**config.mk**
```make
export PLATFORM = sky130hd
export DESIGN_NAME = bcm_scan_controller
export DESIGN_NICKNAME = d
export VERILOG_FILES = /design/src/rtl/bcm_scan_controller.sv
export SDC_FILE = /design/constraint.sdc
export NUM_CORES = 1
export LEC_CHECK = 0
export ABC_AREA = 1
export BUFFER_PORTS_ARGS = -buffer_cell sky130_fd_sc_hd__buf_2
export CAP_MARGIN = 20
export CORE_MARGIN = 5
export CORE_UTILIZATION = 30
export DETAILED_ROUTE_END_ITERATION = 6
export PLACE_DENSITY = 0.58
export SLEW_MARGIN = 20
export SYNTH_ARGS = -nofsm -noshare
export SYNTH_HDL_FRONTEND = slang
export SYNTH_SLANG_ARGS = --single-unit
```
**constraint.sdc**
```tcl
create_clock -name clk -period 2.9 [get_ports clk]
set_clock_uncertainty 0.2 [all_clocks]
set_input_delay 0.145 -clock clk [delete_from_list [all_inputs] [get_ports clk]]
set_output_delay 0.145 -clock clk [all_outputs]
set_load 0.005 [all_outputs]
```
**src/rtl/bcm_scan_controller.sv**
```systemverilog
// BCM scan sequencer: shifts each row/bit plane from frame memory,
// then blanks, latches and displays it for a binary-weighted time.
module bcm_scan_controller #(
  parameter int MATRIX_WIDTH    = 64,
  parameter int DATA_WIDTH      = 8,
  parameter int SCAN_VAL_LENGTH = 5,
  parameter int SCAN_ROWS       = 16,
  parameter int BASE_TIME       = 8,
  parameter int BLANK_CYCLES    = 2,
  parameter int COL_CNT_WIDTH   = 7,
  parameter int DISP_CNT_WIDTH  = 20
) (
  input  logic                       clk,
  input  logic                       rst,
  input  logic                       enable,
  input  logic                       shift_reg_empty,
  output logic [SCAN_VAL_LENGTH-1:0] scan_val,
  output logic [DATA_WIDTH-1:0]      current_bcm_bit,
  output logic                       shift_en,
  output logic                       panel_clk_en,
  output logic                       panel_lat,
  output logic                       panel_oe_n,
  output logic [SCAN_VAL_LENGTH-1:0] row_addr,
  output logic                       frame_done,
  output logic                       busy,
  output logic                       sync_error
);

  localparam int BLK_W = (BLANK_CYCLES > 1) ? $clog2(BLANK_CYCLES) : 1;

  localparam logic [COL_CNT_WIDTH-1:0] COL_ONE = COL_CNT_WIDTH'(1);
  localparam logic [COL_CNT_WIDTH-1:0] COL_END = COL_CNT_WIDTH'(MATRIX_WIDTH);
  localparam logic [BLK_W-1:0] BLK_ONE  = BLK_W'(1);
  localparam logic [BLK_W-1:0] BLK_LAST = BLK_W'(BLANK_CYCLES - 1);
  localparam logic [DISP_CNT_WIDTH-1:0] DSP_ONE  = DISP_CNT_WIDTH'(1);
  localparam logic [DISP_CNT_WIDTH-1:0] DSP_BASE = DISP_CNT_WIDTH'(BASE_TIME);
  localparam logic [DATA_WIDTH-1:0] BIT_ONE  = DATA_WIDTH'(1);
  localparam logic [DATA_WIDTH-1:0] BIT_LAST = DATA_WIDTH'(DATA_WIDTH - 1);
  localparam logic [SCAN_VAL_LENGTH-1:0] ROW_ONE  = SCAN_VAL_LENGTH'(1);
  localparam logic [SCAN_VAL_LENGTH-1:0] ROW_LAST = SCAN_VAL_LENGTH'(SCAN_ROWS - 1);

  typedef enum logic [2:0] {
    IDLE,
    SHIFT,
    DRAIN,
    BLANK,
    LATCH,
    DISPLAY
  } state_t;

  state_t state;
  state_t state_nx;

  logic [COL_CNT_WIDTH-1:0]  col_cnt;
  logic [COL_CNT_WIDTH-1:0]  col_inc;
  logic [BLK_W-1:0]          blank_cnt;
  logic [DISP_CNT_WIDTH-1:0] disp_cnt;
  logic [DISP_CNT_WIDTH-1:0] disp_len;
  logic                      col_last;
  logic                      blank_last;
  logic                      disp_last;
  logic                      plane_last;
  logic                      row_last;

  // col_inc is the 1-based index of the current shift cycle
  assign col_inc    = col_cnt + COL_ONE;
  assign col_last   = (col_inc == COL_END);
  assign blank_last = (blank_cnt == BLK_LAST);
  assign disp_len   = DSP_BASE << current_bcm_bit;
  assign disp_last  = ((disp_cnt + DSP_ONE) == disp_len);
  assign plane_last = (current_bcm_bit == BIT_LAST);
  assign row_last   = (scan_val == ROW_LAST);

  always_ff @(posedge clk or posedge rst) begin
    if (rst) begin
      state <= IDLE;
    end else begin
      state <= state_nx;
    end
  end

  always_comb begin
    state_nx   = state;
    shift_en   = 1'b0;
    panel_lat  = 1'b0;
    panel_oe_n = 1'b1;
    busy       = 1'b1;
    unique case (state)
      IDLE: begin
        busy = 1'b0;
        if (enable) state_nx = SHIFT;
      end
      SHIFT: begin
        shift_en = 1'b1;
        if (col_last) state_nx = DRAIN;
      end
      DRAIN: state_nx = BLANK;
      BLANK: begin
        if (blank_last) state_nx = LATCH;
      end
      LATCH: begin
        panel_lat = 1'b1;
        state_nx  = DISPLAY;
      end
      DISPLAY: begin
        panel_oe_n = 1'b0;
        if (disp_last) state_nx = enable ? SHIFT : IDLE;
      end
      default: state_nx = IDLE;
    endcase
  end

  always_ff @(posedge clk or posedge rst) begin
    if (rst) begin
      col_cnt   <= '0;
      blank_cnt <= '0;
      disp_cnt  <= '0;
    end else begin
      col_cnt   <= (state == SHIFT) ? col_inc : '0;
      blank_cnt <= (state == BLANK) ? blank_cnt + BLK_ONE : '0;
      disp_cnt  <= (state == DISPLAY) ? disp_cnt + DSP_ONE : '0;
    end
  end

  // Position only moves on the display exit edge
  always_ff @(posedge clk or posedge rst) begin
    if (rst) begin
      scan_val        <= '0;
      current_bcm_bit <= '0;
      frame_done      <= 1'b0;
    end else begin
      frame_done <= 1'b0;
      if (state == DISPLAY && disp_last) begin
        if (plane_last) begin
          current_bcm_bit <= '0;
          if (row_last) begin
            scan_val   <= '0;
            frame_done <= 1'b1;
          end else begin
            scan_val <= scan_val + ROW_ONE;
          end
        end else begin
          current_bcm_bit <= current_bcm_bit + BIT_ONE;
        end
      end
    end
  end

  always_ff @(posedge clk or posedge rst) begin
    if (rst) begin
      panel_clk_en <= 1'b0;
      row_addr     <= '0;
      sync_error   <= 1'b0;
    end else begin
      panel_clk_en <= shift_en;
      if (state == BLANK && blank_last) row_addr <= scan_val;
      if (state == SHIFT && shift_reg_empty && !col_last) sync_error <= 1'b1;
      if (state == DRAIN && !shift_reg_empty) sync_error <= 1'b1;
    end
  end

endmodule

```
==> impl_metrics.env <==
export IMPL_drt_pass1_iter_count=5
export IMPL_place_congestion=0.914
export IMPL_start_util_pct=30.8
export IMPL_dr_first_iter_drc_count=182
export IMPL_clk_pin_slew_ns=0.07
export IMPL_setup_violations=0
export IMPL_fraction_of_final_layout_cells_sized_beyond_drive_strength_1_pct=13.7
export IMPL_largest_family_of_logic_cells_by_synthesized_area="simple AND/OR/NAND/NOR gates"
export IMPL_grt_overflow_total=0
export IMPL_r2r_worst_path_cells=16
export IMPL_postSynth_topFlopCell="dfrtp_1"
export IMPL_die_width_um=119
export IMPL_critical_path_top_cell_by_count="nand2_1"
export IMPL_worstReg2RegEnd="scan_val[3]"
export IMPL_synth_nets=536
export IMPL_slew_headroom_pct=48.9
export IMPL_synth_compound_area_share_pct=6.00
export IMPL_fmaxAchievable_mhz=382
export IMPL_cts_htree_levels=2
export IMPL_synth_adder_area_share_pct=1.41
export IMPL_synth_seq_cells=52
export IMPL_antenna_fix_cells=0
export IMPL_syn_mean_instance_area_um2=6.72
export IMPL_detail_route_wl_per_cell_um=12.7
export IMPL_setup_worst_path_class="flip-flop to flip-flop"
export IMPL_ioPinCount=29
export IMPL_crit_path_start="disp_cnt[0]"
export IMPL_final_core_utilization_pct=35.0
export IMPL_fin_setup_tns_ns=0
export IMPL_clk_insertion_delay_late_ns=0.30
export IMPL_critical_path_required_ns=2.89
export IMPL_reg2reg_setup_slack_ns=0.28
export IMPL_xor_xnor_portion_of_the_synthesized_cell_area_pct=2.47
export IMPL_area_delta_synth_final_pct=13.6
export IMPL_detailedPlacementHpwl_mm=6.94
export IMPL_critical_path_depth=16
export IMPL_yosysTopAreaCell="dfrtp_1"
export IMPL_cts_repair_timing_setup_buffer_count=0
export IMPL_worst_path_dominant_cell_family="simple AND/OR/NAND/NOR gates"
export IMPL_io_buffers=28
export IMPL_worst_hold_slack_ns=0.0497
export IMPL_via_count=3355
export IMPL_clock_tree_root_cell="clkbuf_16"
export IMPL_fin_total_pwr_mw=1.67
export IMPL_synth_top_cell_area_share_pct=36.7
export IMPL_detail_route_antenna_nets=0
export IMPL_placement_rows=39
export IMPL_ir_worst_vdd_v=0.000332
export IMPL_cts_buffers_inserted=5
export IMPL_drc=0
export IMPL_count_of_flip_flops_with_a_built_in_enable_after_synthesis=0
export IMPL_async_reset_ff_share_pct=100
export IMPL_arrival_ns=2.61
export IMPL_rsz0062_at_grt="false"
export IMPL_floorplan_core_area_um2=11500
export IMPL_pin_count_of_the_biggest_net_entering_global_routing=53
export IMPL_yosysSeqAreaShare_pct=36.7
export IMPL_synthesis_area_um2=3550
export IMPL_cts_tree="built"
export IMPL_dieArea_um2=14100
export IMPL_power_per_cell_area_nw_per_um2=415
export IMPL_vias_per_cell=4.76
export IMPL_static_leakage_power_nw=2.08
export IMPL_netlist_top_cells_count="168 x nand2_1, 69 x inv_1, 66 x nor2_1"
export IMPL_number_of_inserted_filler_cells_in_the_final_layout=1245
export IMPL_status="finished clean"
export IMPL_period_minus_slack_ns=2.62
export IMPL_max_cap_violations=0
export IMPL_crit_path_cell_trace="ha_1 -> nand2_1 -> nor2_4 -> nand3_1 -> nor2_1 -> nand2_1 -> nand2_1 -> nand2_1 -> nand2_1 -> nand2_1 -> nor2_1 -> inv_2 -> nor2_4 -> nand3_2 -> nand2_1 -> nand2_1"
export IMPL_period_share_pct=90.4
export IMPL_final_hold_violation_count=0
export IMPL_critPathBufInv=1
export IMPL_timing_rr_start="disp_cnt[0]"
export IMPL_grt_pass1_vias=3210
export IMPL_totalWireLength_mm=8.97
export IMPL_setup_worst_path_end="scan_val[3]"
export IMPL_hold_path_class="primary input to flip-flop"
export IMPL_synthMuxAreaShare_pct=0.317
export IMPL_die_y_um=119
export IMPL_slowest_delay_ns=0.39
export IMPL_synthCells=528
export IMPL_worst_slew_pin_slew_ns=0.765
export IMPL_groute_usage_overall_pct=13.1
export IMPL_layout_cell_area_non_filler_um2=4030
export IMPL_synth_distinct_cells=33
export IMPL_synth_top_cells_by_area="dfrtp_1 37%, nand2_1 18%, nand3_1 7.6%"
export IMPL_cp_end_kind="flip-flop"
export IMPL_worst_setup_path_start_kind="flip-flop"
export IMPL_global_route_wire_length_before_repair_mm=15.4
export IMPL_grt_antenna_before_repair=0
export IMPL_crit_path_top_delay_cell="dfrtp_1"
export IMPL_maxSlewViolCount=0
export IMPL_nNetsFinal=569
export IMPL_synth_most_common_cell="nand2_1"
export IMPL_clock_tree_buffer_depth=2
export IMPL_dpl_instance_area_um2=3850
export IMPL_total_number_of_clock_tree_sinks=52
export IMPL_synthSimpleGateAreaFrac_pct=44.2
export IMPL_path_max_fanout=6
export IMPL_yosysWarnings=0
[layer usage]
metal	share of wire (%)	track usage, %	vias up
li1	-	-	1738
met1	48	18.0	1532
met2	47	22.0	78
met3	4.4	1.91	7
met4	0.70	2.39	0
met5	0	0	-
[layout by cell type (no fill, tap or decap), drive strengths merged]
cell type / n
xnor2: 2
nor2: 78
o21ai: 21
clkinv: 2
xor2: 8
ha: 4
dfrtp: 52
nor3: 6
mux2: 1
nand3b: 6
buf: 31
nand4: 20
nand3: 56
dlygate4sd3: 2
o31ai: 1
and2: 1
clkbuf: 5
clkinvlp: 1
o211ai: 1
a31oi: 1
nand2: 177
inv: 74
a21oi: 12
[registers in the layout, indices dropped and copies added (netlist names)]
| signal | count |
|---|---|
| disp_cnt | 20 |
| current_bcm_bit | 8 |
| col_cnt | 7 |
| row_addr | 5 |
| scan_val | 5 |
| state | 3 |
| blank_cnt | 1 |
| frame_done | 1 |
| panel_clk_en | 1 |
| sync_error | 1 |
[timing repair]
action / in CTS / in global routing
gates resized for setup: 0 / 2
hold endpoints to repair: 53 / 0
hold buffers: 2 / 0
setup endpoints to repair: 0 / 10
[kinds of logic after synthesis]
kind of cell / count (synthesis)
and+or+nand+nor: 344
buffers and inverters: 81
DFF: 52
AOI/OAI and AO/OA: 36
xor gates and xnor gates: 10
adders and majority gates: 4
muxes: 1
[worst min-delay path: cells and delay by family]
kind            cells  cell delay (ns)
buf+inv             2             0.14
compound gates      1             0.05
simple gates        2             0.17
[how the worst min path moves through the flow]
stage / from / endpoint / depth (start not counted)
3_3_place_gp: shift_reg_empty / sync_error / 2
5_1_grt: enable / state[2] / 5
2_1_floorplan: shift_reg_empty / sync_error / 1
3_5_place_dp: shift_reg_empty / sync_error / 2
4_1_cts: enable / state[2] / 5
6_report: enable / state[2] / 5
[per-stage QoR]
step	setup slack [ns]	instances
after floorplan	0.646	528
after global placement	0.229	695
after detailed placement	0.229	695
after CTS	0.198	705
after global routing	0.00376	705
final	0.280	705
[power breakdown]
part | switching, mW | total, mW | internal (mW)
Clock | 0.304 | 0.632 | 0.329
Sequential | 0.0351 | 0.802 | 0.767
Combinational | 0.159 | 0.238 | 0.0791
Total | 0.498 | 1.67 | 1.17
[cell type report]
cell class              count  area [um2]  share of cell area (%)
clock buffers               5         125                    3.10
clock inverters             3        27.5                   0.683
inverters                  74         278                    6.89
multi-input cells         395        1940                    48.1
flip-flops and latches     52        1300                    32.3
well taps                 143         179                    4.44
repair buffers             33         183                    4.53
(Power assumes the default switching activity.)
